`src/rtl/mem_init_pkg.sv`:
```
// Shared definitions for the RC4 S-memory initialiser.
//   mode_e  : write-pattern selector (code 2'b11 is reserved and behaves as identity)
//   state_e : initialiser FSM states
//   SEL_*   : S-memory write-port mux codes used by every RC4 phase
package mem_init_pkg;

  typedef enum logic [1:0] {
    MODE_IDENT = 2'b00,
    MODE_DESC  = 2'b01,
    MODE_FILL  = 2'b10
  } mode_e;

  typedef enum logic [1:0] {
    IDLE  = 2'b00,
    WRITE = 2'b01,
    DONE  = 2'b10
  } state_e;

  localparam logic [1:0] SEL_NONE = 2'b00;
  localparam logic [1:0] SEL_INIT = 2'b01;
  localparam logic [1:0] SEL_KSA  = 2'b10;
  localparam logic [1:0] SEL_PRGA = 2'b11;

endpackage

```
`src/rtl/init_pattern_gen.sv`:
```
// Combinational write-pattern generator, shared with the verify/readback block.
//   mode       in  2         pattern select (mode_e codes, reserved code = identity)
//   cnt        in  ADDR_W+1  current write index
//   fill_value in  DATA_W    constant used in fill mode
//   data       out DATA_W    pattern word for index cnt
module init_pattern_gen
  import mem_init_pkg::*;
#(
  parameter int unsigned ADDR_W = 8,
  parameter int unsigned DATA_W = 8,
  parameter int unsigned DEPTH  = 256
) (
  input  logic [1:0]        mode,
  input  logic [ADDR_W:0]   cnt,
  input  logic [DATA_W-1:0] fill_value,
  output logic [DATA_W-1:0] data
);

  localparam logic [ADDR_W:0] LAST_CNT = (ADDR_W + 1)'(DEPTH - 1);

  // Size casts truncate or zero-extend the index to the data width.
  always_comb begin
    case (mode)
      MODE_DESC: data = DATA_W'(LAST_CNT - cnt);
      MODE_FILL: data = fill_value;
      default:   data = DATA_W'(cnt);
    endcase
  end

endmodule

```
`src/rtl/mem_init_gen.sv`:
```
// RC4 S-memory initialiser. After start, writes DEPTH words (addresses
// 0..DEPTH-1, one per cycle) using the latched pattern, then pulses done.
//   clk, rst    clock, synchronous active-high reset
//   start       one-cycle run request, accepted only in IDLE (abort wins)
//   mode        pattern select, latched with start
//   fill_value  fill constant, latched with start
//   abort       cancels a run; no done pulse follows
//   busy        high while writing
//   done        one-cycle pulse after the last write of a completed run
//   address     write address
//   data        write data
//   wen         write enable
//   sel         SEL_CODE while busy, else SEL_NONE
module mem_init_gen
  import mem_init_pkg::*;
#(
  parameter int unsigned ADDR_W   = 8,
  parameter int unsigned DATA_W   = 8,
  parameter int unsigned DEPTH    = 256,
  parameter logic [1:0]  SEL_CODE = SEL_INIT
) (
  input  logic              clk,
  input  logic              rst,
  input  logic              start,
  input  logic [1:0]        mode,
  input  logic [DATA_W-1:0] fill_value,
  input  logic              abort,
  output logic              busy,
  output logic              done,
  output logic [ADDR_W-1:0] address,
  output logic [DATA_W-1:0] data,
  output logic              wen,
  output logic [1:0]        sel
);

  // One extra bit so DEPTH = 2**ADDR_W is representable without wrapping.
  localparam logic [ADDR_W:0] LAST_CNT = (ADDR_W + 1)'(DEPTH - 1);

  state_e              state_q, state_d;
  logic [ADDR_W:0]     cnt_q, cnt_d;
  logic [1:0]          mode_q, mode_d;
  logic [DATA_W-1:0]   fill_q, fill_d;
  logic                busy_q, busy_d;
  logic                done_q, done_d;
  logic                wen_q, wen_d;
  logic [ADDR_W-1:0]   address_q, address_d;
  logic [DATA_W-1:0]   data_q, data_d;
  logic [1:0]          sel_q, sel_d;

  logic [1:0]          pat_mode;
  logic [DATA_W-1:0]   pat_fill;
  logic [ADDR_W:0]     pat_cnt;
  logic [DATA_W-1:0]   pat_data;

  // The pattern is evaluated for the index about to be written. In IDLE the
  // live inputs are used so word 0 is correct on the start edge itself.
  always_comb begin
    if (state_q == IDLE) begin
      pat_mode = mode;
      pat_fill = fill_value;
      pat_cnt  = '0;
    end else begin
      pat_mode = mode_q;
      pat_fill = fill_q;
      pat_cnt  = cnt_q + 1'b1;
    end
  end

  init_pattern_gen #(
    .ADDR_W (ADDR_W),
    .DATA_W (DATA_W),
    .DEPTH  (DEPTH)
  ) u_pattern (
    .mode       (pat_mode),
    .cnt        (pat_cnt),
    .fill_value (pat_fill),
    .data       (pat_data)
  );

  always_comb begin
    state_d   = state_q;
    cnt_d     = cnt_q;
    mode_d    = mode_q;
    fill_d    = fill_q;
    busy_d    = 1'b0;
    done_d    = 1'b0;
    wen_d     = 1'b0;
    address_d = '0;
    data_d    = '0;
    sel_d     = SEL_NONE;
    case (state_q)
      IDLE: begin
        if (start && !abort) begin
          state_d   = WRITE;
          cnt_d     = '0;
          mode_d    = mode;
          fill_d    = fill_value;
          busy_d    = 1'b1;
          wen_d     = 1'b1;
          sel_d     = SEL_CODE;
          address_d = pat_cnt[ADDR_W-1:0];
          data_d    = pat_data;
        end
      end
      WRITE: begin
        if (abort) begin
          state_d = IDLE;
        end else if (cnt_q == LAST_CNT) begin
          state_d = DONE;
          done_d  = 1'b1;
        end else begin
          cnt_d     = pat_cnt;
          busy_d    = 1'b1;
          wen_d     = 1'b1;
          sel_d     = SEL_CODE;
          address_d = pat_cnt[ADDR_W-1:0];
          data_d    = pat_data;
        end
      end
      DONE:    state_d = IDLE;
      default: state_d = IDLE;
    endcase
  end

  always_ff @(posedge clk) begin
    if (rst) begin
      state_q   <= IDLE;
      cnt_q     <= '0;
      mode_q    <= '0;
      fill_q    <= '0;
      busy_q    <= 1'b0;
      done_q    <= 1'b0;
      wen_q     <= 1'b0;
      address_q <= '0;
      data_q    <= '0;
      sel_q     <= SEL_NONE;
    end else begin
      state_q   <= state_d;
      cnt_q     <= cnt_d;
      mode_q    <= mode_d;
      fill_q    <= fill_d;
      busy_q    <= busy_d;
      done_q    <= done_d;
      wen_q     <= wen_d;
      address_q <= address_d;
      data_q    <= data_d;
      sel_q     <= sel_d;
    end
  end

  assign busy    = busy_q;
  assign done    = done_q;
  assign wen     = wen_q;
  assign address = address_q;
  assign data    = data_q;
  assign sel     = sel_q;

endmodule

```
`config.mk`:
```
export PLATFORM = sky130hd
export DESIGN_NAME = mem_init_gen
export DESIGN_NICKNAME = d
export VERILOG_FILES = /design/src/rtl/mem_init_pkg.sv /design/src/rtl/init_pattern_gen.sv /design/src/rtl/mem_init_gen.sv
export SDC_FILE = /design/constraint.sdc
export NUM_CORES = 1
export LEC_CHECK = 0
export CORE_MARGIN = 2
export CORE_UTILIZATION = 50
export DETAILED_ROUTE_END_ITERATION = 10
export PLACE_DENSITY_LB_ADDON = 0.2
export SKIP_LAST_GASP = 1
export SYNTH_ARGS = -nofsm -noshare
export SYNTH_HDL_FRONTEND = slang
export SYNTH_SLANG_ARGS = --single-unit
```
`constraint.sdc`:
```
create_clock -name clk -period 3.01 [get_ports clk]
set_input_delay 0.7525 -clock clk [delete_from_list [all_inputs] [get_ports clk]]
set_output_delay 0.7525 -clock clk [all_outputs]
set_load 0.03 [all_outputs]
```
# ---- After elaboration in Yosys (flattened, before gate mapping)
# Cells that the tools add are included.
dict set report word_totals {
  reg_bits 41
  input_bits 14
  word_cells 57
  out_inout_bits 21
}
dict set report classes {
  eq_ne 8
  n_reduce_logical 8
  bitwise 1
  add_sub_neg 2
  n_mux 29
}
# op count
set ops {}
lappend ops {{two-way mux 8 bit} 7}
lappend ops {{one-hot mux 8 bit (2 select lines)} 3}
lappend ops {{two-way mux 9 bit} 4}
lappend ops {{one-hot mux 9 bit (2 select lines)} 1}
lappend ops {{adder 9 x 1 -> 9 bit, second input constant} 1}
lappend ops {{== test 9 x 8 -> 1 bit, second input constant} 1}
lappend ops {{two-way mux 2 bit} 4}
lappend ops {{subtractor 8 bit, first input constant} 1}
lappend ops {{two-way mux 1 bit} 7}
lappend ops {{== test 2 x 1 -> 1 bit, second input constant} 2}
lappend ops {{!= test 2 bit, second input constant} 2}
lappend ops {{one-hot mux 1 bit (2 select lines)} 2}
lappend ops {{one-hot mux 2 bit (2 select lines)} 1}
lappend ops {{AND reduction 2 bit} 2}
lappend ops {{AND reduction 4 bit} 1}
lappend ops {{!= test 3 bit, second input constant} 1}
lappend ops {{OR reduction 3 bit} 1}
lappend ops {{== test 2 bit, second input constant} 1}
lappend ops {{logical NOT 2 bit} 1}
lappend ops {{!= test 2 x 1 -> 1 bit, second input constant} 1}
lappend ops {{nonzero test 2 bit} 1}
lappend ops {{logical AND 1 bit} 1}
lappend ops {{logical NOT 1 bit} 1}
lappend ops {{inverter 1 bit} 1}

# ---- Logic depth before layout (Yosys ltp)
# Gate-level depths: netlist (run 1).
dict set report logic_depth {
  depth_word 7
  depth_mapped 8
  ltp_nobuf 8
}

# ---- Cells and area by module
# A second synthesis (run 1) with hierarchy kept.
dict set report unflattened {
  cells_unflattened 197
  hier_area_um2 1773.0
}
# mod area_per_inst_um2 n_inst cells_per_inst seq_area_each_um2
set by_module_without_submodules {}
lappend by_module_without_submodules {mem_init_gen 1551.5 1 159 780.7}
lappend by_module_without_submodules {init_pattern_gen 221.5 1 38 0.0}

# ---- Least setup slack after synthesis (run 1)
# Ideal clock, no wire load.
dict set report synth_path {
  path_kind {register to register}
  startpoint {register state_q[0]}
  endpoint {register data_q[0], in the netlist data[0]}
  setup_time_ns 0.122
  path_buffers 2
  slack_ns 0.813
  synth_period_minus_slack_ns 2.197
  arrival_time_ns 2.076
  path_stages_with_launch 8
  required_ns 2.888
  cell_sequence {dfxtp_1 > nor2_2 > buf_4 > mux2i_1 > ha_1 > clkdlybuf4s50_1 > a21boi_0 > o311a_1}
}
dict set report synth_between {
  elab_chain_cells 7
  word_cells_on_any_way 13
}
# item line_no
set synth_lines {}
lappend synth_lines {{start, declared} mem_init_gen.sv:39} ;# state_e state_q, state_d;
lappend synth_lines {{start signal, assigned} mem_init_gen.sv:138} ;# state_q <= state_d;
lappend synth_lines {{logical NOT 2 bit} {mem_init_gen.sv:58, mem_init_gen.sv:91}}
lappend synth_lines {{two-way mux 9 bit / two-way mux 2 bit (equally long branches)} mem_init_gen.sv:58} ;# if (state_q == IDLE) begin
lappend synth_lines {{subtractor 8 bit, or another cell as far along} init_pattern_gen.sv:24} ;# MODE_DESC: data = DATA_W'(LAST_CNT - cnt);
lappend synth_lines {{one-hot mux 8 bit (2 select lines)} init_pattern_gen.sv:23} ;# case (mode)
lappend synth_lines {{two-way mux 8 bit} mem_init_gen.sv:108} ;# end else if (cnt_q == LAST_CNT) begin
lappend synth_lines {{two-way mux 8 bit} mem_init_gen.sv:106} ;# if (abort) begin
lappend synth_lines {{one-hot mux 8 bit (2 select lines) (*)} mem_init_gen.sv:91} ;# case (state_q)
lappend synth_lines {{end signal, assigned} mem_init_gen.sv:146} ;# data_q <= data_d;
lappend synth_lines {{end, declared} mem_init_gen.sv:47} ;# logic [DATA_W-1:0] data_q, data_d;
# Every way passes the cells marked *; elsewhere a longest branch is shown, timed or not.
# A chain may end at the register's enable or synchronous reset.

==> PnR_summary.wiki, run 1 <==
{| class="wikitable"
! Metric !! Value
|-
| Delay-heaviest family, CP || buffers and inverters
|-
| Remaining max-slew budget at the tightest pin || 0.5768
|-
| Sinks on Clock Net || 39
|-
| Number of placed instances with taps included || 254
|-
| Fraction of the cycle the final worst path needs || 0.7146
|-
| Register area share after synthesis || 0.4629
|-
| P_leak || 0.0008347 µW
|-
| Share of the synthesized area in the top cell type || 0.4629
|-
| Category of the most critical setup path || flop to primary output
|-
| Post-CTS setup-driven buffer insertion count || 0
|-
| Post-synthesis simple-gate area fraction || 0.1766
|-
| DRC marker count from the first detailed-route iteration || 24
|-
| Max stage delay cell, worst path || sky130_fd_sc_hd__clkdlybuf4s50_1
|-
| Final setup violation count || 0
|-
| Die boundary width || 62.08 µm
|-
| Weighted congestion at the end of routability-driven global placement || 0.8203
|-
| Average instance area after synthesis || around 9.3 µm²
|-
| Global-route usage over all layers || 0.2160
|-
| Number of cells in the finished layout apart from fillers || 262
|-
| Unique masters post-synth || 37
|-
| Number of enable flip-flop cells after synthesis || 0
|-
| First-pass detailed-route iteration total || 4
|-
| Unrepaired setup endpoints after global routing || false
|-
| Number of nets with antenna violations after detailed routing || 0
|-
| Via Count || 1408
|-
| Via/cell ratio || 5.374
|-
| Worst setup SP type || flop
|-
| Share of async-settable or async-resettable flops after synthesis || 0
|-
| Area of the placeable core || about 3300 µm²
|-
| Type of the most critical hold path || flop to flop
|-
| Setup slack after layout || 859.0 ps
|-
| Post-synth top area cell || sky130_fd_sc_hd__dfxtp_1
|-
| H-Tree Depth || 2
|-
| Post-synthesis instance total || between 150 and 200
|-
| Overall overflow remaining after global route || 0
|-
| Pins Over Slew Limit || 0
|-
| Starting density of the core || 0.5135
|-
| Nature of the critical path endpoint || primary output
|-
| IO Port Bufs || 33
|-
| Post-Synthesis Cell Area || 1687 µm²
|-
| Post-route minimum period || 2151 ps
|-
| Transition at the pin with the smallest max-transition slack || 631.3 ps
|-
| Number of gates given a new drive strength after cts || 0
|-
| Count of unresolved DRC violations after routing || 0
|-
| Antenna diode instance count || 0
|-
| Number of rows created at floorplan || 21
|-
| Clock skew || 6.792 ps
|-
| Status || finished, final reports clean
|-
| Worst skew pair latency || 350 ps
|-
| CTS clk-pin slew, worst paths || between 100 and 150 ps
|-
| Synthesized flop and latch total || 39
|-
| Share of synthesized area spent on multiplexers || 0.05861
|-
| Clk Tree Root Cell || sky130_fd_sc_hd__clkbuf_4
|-
| Setup TNS || 0 ps
|-
| Detailed placer's ending HPWL || 2.641 mm
|-
| Number of failing hold endpoints at the final stage || 0
|-
| Top Ports || 35
|-
| Total wire length after detailed routing || 3.623 mm
|-
| CTS tree || built
|-
| Most area-consuming cells after synthesis || sky130_fd_sc_hd__dfxtp_1 (46%), sky130_fd_sc_hd__nand2_1 (6.5%), sky130_fd_sc_hd__a21oi_1 (4.7%)
|-
| Num CTS Buffers || 5
|-
| Post-layout net count || ~230
|-
| Area fraction in compound gates after synthesis || 0.1869
|-
| CP peak stage delay || 680 ps
|-
| Vias in the first global route || 1342
|-
| Largest fanout of any net on the critical path || 3
|-
| Most used flip-flop cell after synthesis || sky130_fd_sc_hd__dfxtp_1
|-
| Upper clock frequency limit || 0.4649 GHz
|-
| DIE HEIGHT || around 62 µm
|-
| Layout cell share with drive strength beyond 1 || 0.1157
|-
| Mapped Nets || 200
|-
| Worst path required time || 2260 ps
|-
| Worst path arrival time || 1400 ps
|-
| Combinational family with the most area after synthesis || compound AO/OA/AOI/OAI gates
|-
| Wirelength per Cell || around 14 µm
|-
| Area of the die || around 3900 µm²
|-
| Yosys synthesis warning count || 0
|-
| Number of hold buffers added after cts || 0
|-
| Total buffers and inverters traversed by the critical path || 1
|-
| Post-Place Worst Slack || 533.1 ps
|-
| Number of max-capacitance violations reported || 0
|-
| Pwr/cell area || 519.6 nW/µm²
|-
| Arithmetic-cell share of the synthesized area counting full adders, half adders and majority gates || 0.02967
|-
| Layout overhead on the synthesized area || 25.67%
|-
| IR drop worst, VDD || 0.0002729 V
|-
| Largest net degree at the start of global routing || 17
|-
| Xor and xnor fraction of the mapped netlist area || 0.02077
|-
| Ordered cell list for the critical path || clkdlybuf4s50_1
|-
| CTS Buffer Depth || 2
|-
| Global-route wire length before repair || 5.920 mm
|-
| Number of antenna violations at the first check in global routing || 0
|}
[per-layer routing]
| metal | up-vias | routed length (µm) | GRT usage |
|---|---|---|---|
| met5 | - | 0 | 0 |
| met4 | 0 | 51 | 0.07903 |
| met3 | 5 | 183 | 0.07039 |
| met2 | 41 | 1820 | 0.3661 |
| met1 | 662 | 1568 | 0.2542 |
| li1 | 700 | - | - |
[layout by cell type, fill, tap and decap left out, types with 2 or more instances in the layout]
cell / netlist / final
sky130_fd_sc_hd__a211oi_1: 5 / 5
sky130_fd_sc_hd__a21o_1: 5 / 5
sky130_fd_sc_hd__a21oi_1: 16 / 16
sky130_fd_sc_hd__a221oi_1: 2 / 2
sky130_fd_sc_hd__a221oi_2: 2 / 2
sky130_fd_sc_hd__and2_4: 2 / 2
sky130_fd_sc_hd__and3_1: 3 / 3
sky130_fd_sc_hd__buf_4: 4 / 3
sky130_fd_sc_hd__bufinv_16: 0 / 2
sky130_fd_sc_hd__clkbuf_4: 0 / 5
sky130_fd_sc_hd__clkdlybuf4s50_1: 1 / 33
sky130_fd_sc_hd__dfxtp_1: 39 / 39
sky130_fd_sc_hd__ha_1: 4 / 4
sky130_fd_sc_hd__inv_1: 7 / 7
sky130_fd_sc_hd__mux2_2: 7 / 7
sky130_fd_sc_hd__mux2i_1: 2 / 2
sky130_fd_sc_hd__nand2_1: 29 / 29
sky130_fd_sc_hd__nand3_1: 7 / 7
sky130_fd_sc_hd__nor2_1: 11 / 11
sky130_fd_sc_hd__o211ai_1: 3 / 3
sky130_fd_sc_hd__o21a_1: 3 / 3
sky130_fd_sc_hd__o21ai_0: 3 / 3
sky130_fd_sc_hd__o2bb2ai_1: 4 / 4
sky130_fd_sc_hd__or4_1: 3 / 3
sky130_fd_sc_hd__xor2_1: 3 / 3
[flip-flops by register name (all words and copies together), names as in the netlist]
name     flops
fill_q       8
sel          1
done         1
address      8
mode_q       2
data         8
cnt_q        9
state_q      2
[cell families (layout without fill, tap and decap cells)]
| family | Yosys count | after routing |
|---|---|---|
| multiplexers | 9 | 9 |
| adder cells (fa/ha/maj) | 4 | 4 |
| AO/OA/AOI/OAI | 45 | 45 |
| flip-flops | 39 | 39 |
| other | 1 | 1 |
| XOR/XNOR | 4 | 4 |
| buffers and inverters | 17 | 51 |
| AND/OR/NAND/NOR | 63 | 63 |
[final cells by class]
type / instances / area (µm²)
repair buffers: 36 / 352.8
clock buffers: 6 / 41.29
fillers: 268 / 1165
multi-input cells: 126 / 800.8
clock inverters: 2 / 60.06
well taps: 46 / 57.56
flip-flops and latches: 39 / 780.7
inverters: 7 / 26.28
[final timing paths]
check             startpoint  slack, ps        end  cells after the start
setup / recovery      sel[0]        860       busy                      1
hold / removal     fill_q[5]        470  fill_q[5]                      2
setup reg to reg  state_q[0]        910    data[5]                      5
hold reg to reg    fill_q[5]        470  fill_q[5]                      2
[cells in the mapped netlist, drive strengths merged (3+ instances only)]
cell type	instances
o21ai	3
inv	7
nand2	30
o2bb2ai	4
ha	4
nor2	12
clkbuf	5
a21oi	16
o211ai	3
dfxtp	39
a21o	5
or4	3
nand3	7
o21a	3
mux2	7
buf	4
and3	3
a221oi	4
a211oi	5
xor2	3
[report_power, final]
part / internal (µW) / switching [µW]
Sequential: 528 / 6.43
Clock: 259 / 174
Combinational: 59.0 / 74.6
Total: 847 / 255
[stage by stage]
stage	power (µW)	hold WS, ps	util	area [µm²]
6_report	1101	465.1	0.6453	2120
3_5_place_dp	679.6	449.8	0.6145	2018
3_3_place_gp	674.2	440.7	0.6145	2018
4_1_cts	1106	465.5	0.6453	2120
2_1_floorplan	638.2	432.3	-	1687
5_1_grt	1145	487.5	0.6453	2120
[worst register-to-register path: stages, from the launching register on]
cell	delay, ps
sky130_fd_sc_hd__dfxtp_1	390
sky130_fd_sc_hd__nor2_2	420
sky130_fd_sc_hd__mux2i_1	310
sky130_fd_sc_hd__ha_1	430
sky130_fd_sc_hd__and3_1	230
sky130_fd_sc_hd__a211oi_1	230
Note: power is estimated with default switching activity, not from simulation.
==> run 2, diff against run 1 <==
==> constraint.sdc (replaced) <==
create_clock -name clk -period 2 [get_ports clk]
set_input_delay 0.5 -clock clk [delete_from_list [all_inputs] [get_ports clk]]
set_output_delay 0.5 -clock clk [all_outputs]
set_load 0.03 [all_outputs]
==> PnR_summary.wiki, run 2 (synthesis results as in run 1) <==
{| class="wikitable"
! Metric !! Value
|-
| Delay-heaviest family, CP || buffers and inverters
|-
| Highest-count cells in the layout ignoring fill and taps || sky130_fd_sc_hd__dfxtp_1 (39), sky130_fd_sc_hd__clkdlybuf4s50_1 (33), sky130_fd_sc_hd__nand2_1 (29), sky130_fd_sc_hd__a21oi_1 (15), sky130_fd_sc_hd__buf_4 (12)
|-
| Logic depth of the worst register-to-register path || 5 (unchanged)
|-
| Setup slack after layout || 85.71 ps (-773.3 ps)
|-
| Largest net degree at the start of global routing || 15 (-2)
|-
| Upper clock frequency limit || 0.5224 GHz
|-
| Max stage delay cell, worst path || sky130_fd_sc_hd__clkdlybuf4s50_1
|-
| Area of the placeable core || 3284 µm² (unchanged)
|-
| CTS clk-pin slew, worst paths || 120 ps (about the same)
|-
| Nature of the critical path endpoint || primary output
|-
| Wirelength per Cell || 13.63 µm (-1.4%)
|-
| Area of the die || 3854 µm² (unchanged)
|-
| Layout cell share with drive strength beyond 1 || 0.1644 (+0.04870)
|-
| Fraction of the cycle the final worst path needs || 0.9571
|-
| Die boundary width || 62.08 µm (unchanged)
|-
| Category of the most critical setup path || flop to primary output
|-
| Global-route usage over all layers || 0.2212 (+0.005144)
|-
| Setup TNS || 0 ps (unchanged)
|-
| Post-route minimum period || 1914 ps
|-
| Number of failing hold endpoints at the final stage || 0 (unchanged)
|-
| Clock skew || 11.49 ps (+4.698 ps)
|-
| Antenna diode instance count || 0 (unchanged)
|-
| Number of cells in the finished layout apart from fillers || 271 (+3.4%)
|-
| Layout overhead on the synthesized area || 27.45%
|-
| Post-Place Worst Slack || -113.2 ps (-646.4 ps)
|-
| Worst reg2reg setup slack || 150 ps (-760 ps)
|-
| IR drop worst, VDD || 0.0005411 V (+98%)
|-
| Number of nets with antenna violations after detailed routing || 0 (unchanged)
|-
| Sinks on Clock Net || 39 (unchanged)
|-
| CP peak stage delay || 690 ps (about the same)
|-
| Beginning of the critical path || sel[0]
|-
| Number of placed instances with taps included || 263 (+3.5%)
|-
| Number of cells traversed by the worst hold path || 2 (unchanged)
|-
| Hold path start || fill_q[6]
|-
| Worst hold path endpoint || fill_q[6]
|-
| Largest Register || cnt_q
|-
| Overall overflow remaining after global route || 0 (unchanged)
|-
| Type of the most critical hold path || flop to flop
|-
| Via Count || 1421 (+0.92%)
|-
| Status || finished, final reports clean
|-
| Worst r2r dst || data[6]
|-
| Via/cell ratio || 5.244 (-2.4%)
|-
| Count of unresolved DRC violations after routing || 0 (unchanged)
|-
| Total buffers and inverters traversed by the critical path || 1 (unchanged)
|-
| Number of rows created at floorplan || 21 (unchanged)
|-
| Worst setup SP type || flop
|-
| Pwr/cell area || 661.1 nW/µm² (+27%)
|-
| Largest fanout of any net on the critical path || 3 (unchanged)
|-
| First-pass detailed-route iteration total || 4 (unchanged)
|-
| Vias in the first global route || 1325 (-1.3%)
|-
| Final hold slack || 463.7 ps (-1.430 ps)
|-
| Number of hold buffers added after cts || 0 (unchanged)
|-
| Starting density of the core || 0.5135 (unchanged)
|-
| Detailed placer's ending HPWL || 2.740 mm (+3.7%)
|-
| Worst path required time || 1500 ps (-760 ps)
|-
| Clk Tree Root Cell || sky130_fd_sc_hd__clkbuf_4
|-
| Num CTS Buffers || 5 (unchanged)
|-
| Total wire length after detailed routing || 3.695 mm (+2.0%)
|-
| Max reg flops || 9 (unchanged)
|-
| P_leak || 0.0008631 µW (+3.4%)
|-
| Global-route wire length before repair || 6.003 mm (+1.4%)
|-
| Number of antenna violations at the first check in global routing || 0 (unchanged)
|-
| Top Ports || 35 (unchanged)
|-
| CTS Buffer Depth || 2 (unchanged)
|-
| Number of max-capacitance violations reported || 0 (unchanged)
|-
| Final setup violation count || 0 (unchanged)
|-
| Most common cell after layout, fill and taps aside || sky130_fd_sc_hd__dfxtp_1
|-
| Ordered cell list for the critical path || clkdlybuf4s50_1
|-
| Pins Over Slew Limit || 0 (unchanged)
|-
| Count of fill cells added during filler insertion || 297 (+11%)
|-
| Worst skew pair latency || 360 ps (about the same)
|-
| IO Port Bufs || 33 (unchanged)
|-
| Worst path arrival time || 1410 ps (about the same)
|-
| DIE HEIGHT || 62.08 µm (unchanged)
|-
| Unrepaired setup endpoints after global routing || false
|-
| H-Tree Depth || 2 (unchanged)
|-
| Logic depth of the worst setup path including buffers || 1 (unchanged)
|-
| Weighted congestion at the end of routability-driven global placement || 0.8450 (+3.0%)
|-
| DRC marker count from the first detailed-route iteration || 41 (+71%)
|-
| RR Startpoint || state_q[1]
|-
| CTS tree || built
|-
| Post-layout net count || 242 (+3.9%)
|-
| Post-CTS setup-driven buffer insertion count || 0 (unchanged)
|}
run 2: cell count changes in the layout (fill, tap and decap cells not counted), sizes merged:
cell    delta
clkinv     +3
clkbuf     -1
bufinv     -2
buf        +9
run 2: how the worst max path moves through the flow:
stage | slack [ps] | end
2_1_floorplan | 70 | data[0]
3_3_place_gp | -30 | data[0]
3_5_place_dp | -110 | data[6]
4_1_cts | 20 | cnt_q[4]
5_1_grt | 20 | data[5]
6_report | 90 | sel[0]
run 2: power breakdown:
part / total [µW] / switching, µW / leakage, µW / internal (µW)
Sequential: 805 / 10.0 / 0.000316 / 795
Combinational: 222 / 118 / 0.000512 / 104
Clock: 394 / 263 / 0.0000347 / 131
run 2: repair_timing:
item | in CTS | in global routing
resized for setup | 0 | 2
hold endpoints to repair | 0 | 0
setup endpoints to repair | 0 | 13
run 2: stage by stage:
stage	area, µm²	power (µW)	util
after floorplan	1690	959.9	-
after global placement	2091	1030	0.6366
after detailed placement	2091	1040	0.6366
after CTS	2143	1417	0.6526
after global routing	2150	1473	0.6545
final	2150	1421	0.6545
run 2: layer usage:
metal  GRT usage  up-vias  share of wire
li1            -      722              -
met1      0.2632      655           0.44
met2      0.3586       34           0.49
met3     0.06004       10          0.048
met4      0.1246        0          0.028
met5           0        -              0
run 2: area by class of cell:
cell class / count / area (µm²) / area share
multi-input cells: 126 / 812.0 / 0.3778
flip-flops and latches: 39 / 780.7 / 0.3632
repair buffers: 45 / 420.4 / 0.1956
well taps: 46 / 57.56 / 0.02678
clock buffers: 5 / 37.54 / 0.01746
inverters: 7 / 26.28 / 0.01222
clock inverters: 3 / 15.01 / 0.006985
==> run 3, diff against run 2 <==
--- a/config.mk
+++ b/config.mk
@@ -5,9 +5,9 @@
 export SDC_FILE = /design/constraint.sdc
 export NUM_CORES = 1
 export LEC_CHECK = 0
-export CORE_MARGIN = 2
 export CORE_UTILIZATION = 50
 export DETAILED_ROUTE_END_ITERATION = 10
+export GPL_ROUTABILITY_DRIVEN = 0
 export PLACE_DENSITY_LB_ADDON = 0.2
 export SKIP_LAST_GASP = 1
 export SYNTH_ARGS = -nofsm -noshare
==> PnR_summary.wiki, run 3 (synthesis results as in run 1) <==
{| class="wikitable"
! Metric !! Value
|-
| Status || finished, final reports clean
|-
| Top Ports || 35 (unchanged)
|-
| Area of the die || 3610 µm² (-6.3%)
|-
| Setup slack after layout || 105.1 ps (+19.42 ps)
|-
| Nature of the critical path endpoint || flop
|-
| H-Tree Depth || 2 (unchanged)
|-
| CTS tree || built
|-
| Number of failing hold endpoints at the final stage || 0 (unchanged)
|-
| Logic depth of the worst register-to-register path || 6 (+1)
|-
| Antenna diode instance count || 0 (unchanged)
|-
| CTS clk-pin slew, worst paths || 120 ps (about the same)
|-
| Number of hold buffers added after cts || 0 (unchanged)
|-
| Layout cell share with drive strength beyond 1 || 0.1556 (-0.008889)
|-
| Total wire length after detailed routing || 3.693 mm (about the same)
|-
| Most common cell after layout, fill and taps aside || sky130_fd_sc_hd__dfxtp_1
|-
| Clk Tree Root Cell || sky130_fd_sc_hd__clkbuf_4
|-
| Final hold slack || 461.2 ps (-2.439 ps)
|-
| CP peak stage delay || 450 ps (-240 ps)
|-
| Critical path's most frequent cell || sky130_fd_sc_hd__nand2_1
|-
| Detailed placer's ending HPWL || 2.754 mm (+0.53%)
|-
| Type of the most critical hold path || flop to flop
|-
| Logic depth of the worst setup path including buffers || 6 (+5)
|-
| Vias in the first global route || 1447 (+9.2%)
|-
| Worst r2r dst || data[6]
|-
| Largest fanout of any net on the critical path || 14 (+11)
|-
| P_leak || 0.0008582 µW (-0.57%)
|-
| Pwr/cell area || 662.6 nW/µm² (+0.23%)
|-
| Final setup violation count || 0 (unchanged)
|-
| Pins Over Slew Limit || 0 (unchanged)
|-
| Count of fill cells added during filler insertion || 280 (-5.7%)
|-
| Count of unresolved DRC violations after routing || 0 (unchanged)
|-
| Number of rows created at floorplan || 20 (-4.8%)
|-
| Number of antenna violations at the first check in global routing || 0 (unchanged)
|-
| Setup TNS || 0 ps (unchanged)
|-
| Upper clock frequency limit || 0.5277 GHz (+1.0%)
|-
| Beginning of the critical path || state_q[1]
|-
| Post-Place Worst Slack || -95.23 ps (+18.02 ps)
|-
| Unrepaired setup endpoints after global routing || false
|-
| Sinks on Clock Net || 39 (unchanged)
|-
| DRC marker count from the first detailed-route iteration || 51 (+24%)
|-
| Max stage delay cell, worst path || sky130_fd_sc_hd__ha_1
|-
| DIE HEIGHT || 60.08 µm (-3.2%)
|-
| Via Count || 1445 (+1.7%)
|-
| Post-layout net count || 242 (unchanged)
|-
| Worst skew pair latency || 350 ps (about the same)
|-
| Category of the most critical setup path || flop to flop
|-
| Layout overhead on the synthesized area || 27.23%
|-
| Max reg flops || 9 (unchanged)
|-
| CTS Buffer Depth || 2 (unchanged)
|-
| Worst setup SP type || flop
|-
| IO Port Bufs || 33 (unchanged)
|-
| Largest Register || cnt_q
|-
| Hold path start || mode_q[0]
|-
| Worst path arrival time || 2160 ps (+750 ps)
|-
| Critical path destination || data[6]
|-
| Clock skew || 10.05 ps (-1.445 ps)
|-
| Worst path required time || 2260 ps (+760 ps)
|-
| Post-route minimum period || 1895 ps (-19.42 ps)
|-
| Worst reg2reg setup slack || 110 ps (-40 ps)
|-
| Highest-count cells in the layout ignoring fill and taps || sky130_fd_sc_hd__dfxtp_1 (39), sky130_fd_sc_hd__clkdlybuf4s50_1 (33), sky130_fd_sc_hd__nand2_1 (29), sky130_fd_sc_hd__a21oi_1 (15), sky130_fd_sc_hd__buf_4 (12)
|-
| Die boundary width || 60.08 µm (-3.2%)
|-
| Wirelength per Cell || 13.73 µm (+0.69%)
|-
| Starting density of the core || 0.5392 (+0.02568)
|-
| Area of the placeable core || 3128 µm² (-4.8%)
|-
| Num CTS Buffers || 5 (unchanged)
|-
| Global-route wire length before repair || 6.168 mm (+2.7%)
|-
| Fraction of the cycle the final worst path needs || 0.9474 (-0.009709)
|-
| Ordered cell list for the critical path || or2_2 > nand2_1 > nand2_1 > ha_1 > buf_4 > a221oi_2
|-
| Overall overflow remaining after global route || 0 (unchanged)
|-
| Global-route usage over all layers || 0.2326 (+0.01145)
|-
| Delay-heaviest family, CP || simple AND/OR/NAND/NOR gates
|-
| RR Startpoint || state_q[1]
|-
| Total buffers and inverters traversed by the critical path || 1 (unchanged)
|-
| Via/cell ratio || 5.372 (+2.4%)
|-
| First-pass detailed-route iteration total || 4 (unchanged)
|-
| Largest net degree at the start of global routing || 18 (+3)
|-
| Number of nets with antenna violations after detailed routing || 0 (unchanged)
|-
| Number of max-capacitance violations reported || 0 (unchanged)
|-
| IR drop worst, VDD || 0.0004362 V (-19%)
|}
run 3: worst register-to-register path, stage by stage, from the launching register on:
cell                       delay [ps]
sky130_fd_sc_hd__dfxtp_1          400
sky130_fd_sc_hd__or2_2            340
sky130_fd_sc_hd__nand2_1           70
sky130_fd_sc_hd__nand2_1           70
sky130_fd_sc_hd__ha_1             450
sky130_fd_sc_hd__buf_4            230
sky130_fd_sc_hd__a221oi_2         240
run 3: layer usage:
layer  track usage  wire, µm
met2        0.3984      1848
met5             0         0
met1        0.2725      1618
met4       0.09302        42
met3       0.06494       183
run 3: what timing repair did:
action / 4_1_cts / 5_1_grt
buffers inserted: 0 / 0
endpoints found under the setup margin: 8 / 0
gates resized for setup: 1 / 0
run 3: metrics by stage:
step	std cells	total power [µW]	util	cell area [µm²]
3_5_place_dp	261	1041	0.6676	2088
5_1_grt	269	1480	0.6860	2146
4_1_cts	269	1427	0.6860	2146
2_1_floorplan	182	959.9	-	1690
6_report	269	1422	0.6860	2146
3_3_place_gp	261	1031	0.6676	2088
run 3: how the worst min path moves through the flow:
stage                 to  cells after the start
2_1_floorplan   cnt_q[8]                      1
3_3_place_gp   fill_q[7]                      2
3_5_place_dp   fill_q[0]                      2
4_1_cts        fill_q[3]                      2
5_1_grt        fill_q[3]                      2
6_report       mode_q[0]                      2
run 3: power breakdown:
part	internal (µW)	leakage, µW	total [µW]	switching [µW]
Combinational	103	0.000514	220	118
Clock	136	0.0000282	396	260
Sequential	795	0.000316	805	9.98
run 3: area by class of cell:
type,instances,area (µm²),share of cell area
Sequential cell,39,780.7,0.3638
Timing Repair Buffer,45,420.4,0.1959
Clock buffer,6,41.29,0.01924
Tap cell,44,55.05,0.02566
Inverter,7,26.28,0.01224
Clock inverter,2,12.51,0.005831
Multi-Input combinational cell,126,809.5,0.3773
==> edit 1 (config.mk and constraints of run 2) <==
`address_q` and `data_q` no longer have a reset.
--- a/src/rtl/mem_init_gen.sv
+++ b/src/rtl/mem_init_gen.sv
@@ -131,8 +131,6 @@
       busy_q    <= 1'b0;
       done_q    <= 1'b0;
       wen_q     <= 1'b0;
-      address_q <= '0;
-      data_q    <= '0;
       sel_q     <= SEL_NONE;
     end else begin
       state_q   <= state_d;
@@ -142,10 +140,13 @@
       busy_q    <= busy_d;
       done_q    <= done_d;
       wen_q     <= wen_d;
-      address_q <= address_d;
-      data_q    <= data_d;
       sel_q     <= sel_d;
     end
+  end
+
+  always_ff @(posedge clk) begin
+    address_q <= address_d;
+    data_q    <= data_d;
   end
 
   assign busy    = busy_q;
Function: changed (a bounded check fails within 4 cycles, from zero or initial values and one cycle with rst high).
==> edit 1 against run 2 <==
The run now ends with negative setup slack left; core utilization is 8.6 points higher; setup slack lost 0.18 ns; sequential cell count stayed put; total power up 10%; via count increased by 22%; register-to-register slack lost 0.24 ns; design area is 16% higher; first-iteration DRC count grew to 2.6 times the old value; wire length grew 16%; synthesized area grew 4.7%; global-route usage shrank 0.68 points; critical endpoint is now cnt_q[5].
==> edit 1: results <==
{
  "end_kind": "register",
  "synthArstFlopShare_pct": 0,
  "rr_worst_depth": 7,
  "ir_drop_mv": 0.359,
  "post_drt_wl_per_cell_microns": 14.0,
  "startpoint": "cnt_q[0]",
  "clockBufferDepth": 2,
  "largest_register": "cnt_q",
  "pg_comb_w": 0.000300,
  "dpl_cell_area_sq_um": 2330,
  "drive_gt1_share_pct": 25.8,
  "met1_usage_pct": 24.9,
  "dp_hpwl_microns": 3030,
  "p_clk_share_pct": 29.0,
  "min_to": "fill_q[7]",
  "arrival_ns": 2.37,
  "hold_depth": 2,
  "cts.clk_slew.worst_paths_ns": 0.11,
  "timing.clock.skew_ns": 0.00547,
  "violations": "negative setup slack",
  "largest_reg_flops": 9,
  "grt.total_usage_pct": 21.4,
  "ys_warn_count": 0,
  "drt_pre_antenna_iters": 4,
  "diodes": 0,
  "wl_met2_microns": 2160,
  "grt_max_degree": 17,
  "setup_slack_ns": -0.0942,
  "grt_pass1_wl_microns": 6840,
  "routed_via_density": 5.68,
  "outcome": "complete, but fails checks",
  "post_cts_buffers": 2,
  "finalNetCount": 277,
  "crit_fanout": 5,
  "use_met2_pct": 37.2,
  "hp-start": "fill_q[7]",
  "dp.cells": 294,
  "gp_congestion": 0.876,
  "finalSetupViolCount": 2,
  "grt_use_met3_pct": 5.00,
  "dr.first_iter.drc_count": 106,
  "pre_cts_ws_ns": -0.261,
  "syn_nets": 222,
  "totalWireLength_microns": 4290,
  "synth_cells": 204,
  "dr_wl_met3_microns": 240,
  "power.density_nw_per_um2": 630,
  "ys_seq_area_share_pct": 44.2,
  "switching_power_w": 0.000416,
  "synth_common_cells": "39 x dfxtp_1, 29 x nand2_1, 28 x a21oi_1",
  "cts-resized-gates": 6,
  "insertion_delay_ns": 0.34,
  "regToRegEndpoint": "cnt_q[5]",
  "synth_area_leaders": "dfxtp_1 44%, a21oi_1 7.9%, nand2_1 6.2%, mux2_2 5.1%, ha_1 2.8%",
  "wl_met1_microns": 1800,
  "leakage_nw": 0.905,
  "grt_pass1_vias": 1608
}
==> edit 1: worst max-delay path, stage by stage, from the launching register on <==
cell and delay, ns:
dfxtp_4 0.37, ha_4 0.17, nand3_4 0.08, nor3_2 0.05, ha_2 0.18, or4b_4 0.52
or4_4 0.53, a21oi_2 0.14
==> edit 1: logic make-up after synthesis <==
logic type      count (synthesis)  share of synthesized area (%)
xor+xnor                        3                           1.49
mux                             9                           5.67
buf+inv                        18                           4.60
flops                          39                           44.2
other cells                     1                          0.212
compound gates                 57                           19.7
simple gates                   73                           21.3
fa+ha+maj                       4                           2.83
==> edit 1: per-stage QoR <==
stage                     hold WS, ns  setup TNS (ns)
after detailed placement        0.447           -2.08
after global placement          0.440           -1.50
after global routing            0.490          -0.382
after floorplan                 0.434         -0.0289
final                           0.459          -0.146
after CTS                       0.463          -0.109
==> edit 1: layout make-up <==
cell class	instances	area [sq um]
clock buffers	8	68.8
fillers	272	872
inverters	4	15.0
multi-input cells	148	1010
flip-flops and latches	39	786
well taps	46	57.6
repair buffers	61	553
==> edit 2 (settings of run 2) <==
Without the edit above. `DATA_W` is set to 8 in 2 places; all go to 9.
--- a/src/rtl/init_pattern_gen.sv
+++ b/src/rtl/init_pattern_gen.sv
@@ -7,7 +7,7 @@
   import mem_init_pkg::*;
 #(
   parameter int unsigned ADDR_W = 8,
-  parameter int unsigned DATA_W = 8,
+  parameter int unsigned DATA_W = 9,
   parameter int unsigned DEPTH  = 256
 ) (
   input  logic [1:0]        mode,
--- a/src/rtl/mem_init_gen.sv
+++ b/src/rtl/mem_init_gen.sv
@@ -15,7 +15,7 @@
   import mem_init_pkg::*;
 #(
   parameter int unsigned ADDR_W   = 8,
-  parameter int unsigned DATA_W   = 8,
+  parameter int unsigned DATA_W   = 9,
   parameter int unsigned DEPTH    = 256,
   parameter logic [1:0]  SEL_CODE = SEL_INIT
 ) (
Ports: changed (resized data and fill_value); port bits go from 35 to 37. No check against the original RTL was run, so the function may have changed too.
==> edit 2 against run 2 <==
The run now ends with negative setup slack left; register-to-register slack got worse by 0.25 ns; design area increased by 32%; critical path type is now reg2reg; sequential cell count increased by 2; hold slack got worse by 0.0052 ns; total power increased by 29%; synthesized area increased by 18%; non-clock buffer count increased by 29; setup slack got worse by 0.18 ns; sequential share of layout area decreased by 7.4 points; largest cell class unchanged; global-route usage increased by 4.6 points; wire length increased by 42%; sequential power increased by 5.1%; count of clock-buffer cells in the layout increased by 2; highest routed layer unchanged.
==> edit 2: results <==
{
  "dpl_cell_area_sq_um": 2570,
  "arrival_ns": 2.31,
  "clockRootBuffer": "clkbuf_8",
  "pre_cts_ws_ns": -0.269,
  "cts_buffers": 5,
  "drt_pre_antenna_iters": 4,
  "reg2reg_from": "cnt_q[0]",
  "leakage_nw": 1.04,
  "post_drt_wl_per_cell_microns": 15.5,
  "synth_flop_cell": "dfxtp_1",
  "finalMaxSlewViolations": 0,
  "finalSetupViolCount": 16,
  "dr.first_iter.drc_count": 131,
  "gp_congestion": 0.899,
  "drive_gt1_share_pct": 29.9,
  "grt_max_degree": 16,
  "wl_met2_microns": 2830,
  "syn_nets": 247,
  "dp_hpwl_microns": 3630,
  "synthToLayoutAreaGrowth_pct": 42.6,
  "synth_cell_type_count": 52,
  "outcome": "complete, but fails checks",
  "setup_slack_ns": -0.0960,
  "hp-start": "fill_q[0]",
  "grt_pass1_wl_microns": 8960,
  "hold_class": "reg2reg",
  "violations": "negative setup slack",
  "crit_fanout": 5,
  "cts.clk_slew.worst_paths_ns": 0.07,
  "synth_common_cells": "41 x dfxtp_1, 34 x nand2_1, 26 x a21oi_1",
  "ys_seq_area_share_pct": 41.1,
  "insertion_delay_ns": 0.29,
  "diodes": 0,
  "finalNetCount": 309,
  "vias": 1923,
  "h-tree-depth": 2,
  "min_to": "fill_q[0]",
  "grt.total_usage_pct": 26.7,
  "dr_wl_met3_microns": 219,
  "fin_setup_tns_ns": -0.770,
  "crit_slowest_cell": "or3_4",
  "clockBufferDepth": 2,
  "synthArstFlopShare_pct": 0,
  "numPortBuffers": 35,
  "ir_drop_mv": 0.411,
  "cp_slowest_stage_delay_ns": 0.36,
  "synth_area_leaders": "dfxtp_1 41%, a21oi_1 6.5%, nand2_1 6.4%, mux2_2 3.4%, nor2_1 2.6%",
  "wl_met1_microns": 2130,
  "p_int_w": 0.00139,
  "rr_worst_depth": 10,
  "timing.clock.skew_ns": 0.00280,
  "regToRegEndpoint": "data[3]"
}
==> edit 2: through the flow <==
stage          utilization [%]  total power (W)  cells  hold slack [ns]
2_1_floorplan                -          0.00105    228            0.432
3_3_place_gp              68.8          0.00114    324            0.439
3_5_place_dp              68.8          0.00115    324            0.448
4_1_cts                   73.9          0.00183    337            0.458
5_1_grt                   76.0          0.00191    339            0.480
6_report                  76.0          0.00183    339            0.458
==> edit 2: area by class of cell <==
class	count	area, sq um
fillers	292	897
inverters	8	35.0
clock inverters	1	30.0
well taps	48	60.1
flip-flops and latches	41	823
clock buffers	7	86.3
repair buffers	74	674
multi-input cells	160	1140
==> edit 2: repair_timing <==
action                     CTS  global route
setup buffers                4             2
gates resized for setup     11            18
pin swaps                    7             8
setup endpoints to repair   21            22
hold endpoints to repair     0             0
cloned                       1             0
==> edit 2: metal layers <==
layer | track usage, % | vias to the layer above
li1 | - | 929
met1 | 31.6 | 927
met2 | 47.9 | 56
met3 | 6.00 | 11
met4 | 8.42 | 0
met5 | 0 | -
==> edit 2: worst max-delay path, delay by kind of cell, from the launching register on <==
family	cells	cell delay, ns
and+or+nand+nor	4	0.65
AOI/OAI and AO/OA	2	0.44
DFF	1	0.34
adders and majority gates	2	0.32
buffers and inverters	2	0.26
==> edit 2: worst max-delay path by stage <==
stage,startpoint,endpoint,slack (ns),cells after the start
after CTS,cnt_q[0],data[0],-0.07,11
after global placement,abort,address[3],-0.20,5
after floorplan,cnt_q[1],address[6],-0.08,8
after detailed placement,abort,address[3],-0.27,5
final,cnt_q[0],data[3],-0.1,10
after global routing,cnt_q[1],data[1],-0.17,10
==> edit 2: logic make-up (layout without fill, tap and decap cells) <==
group | after synthesis | after routing | synth area share (%)
compound gates | 59 | 59 | 21.6
flops | 41 | 41 | 41.1
buf+inv | 27 | 90 | 7.59
mux | 8 | 8 | 4.39
xor+xnor | 3 | 3 | 1.32
simple gates | 85 | 85 | 21.3
other cells | 1 | 1 | 0.188
fa+ha+maj | 4 | 4 | 2.51
==> edit 2: power groups by stage <==
stage	logic (W)	clock network, W	registers (W)
2_1_floorplan	0.000166	0	0.000879
3_5_place_dp	0.000282	0	0.000865
5_1_grt	0.000326	0.000736	0.000848
3_3_place_gp	0.000277	0	0.000864
4_1_cts	0.000292	0.000692	0.000846
6_report	0.000302	0.000683	0.000846
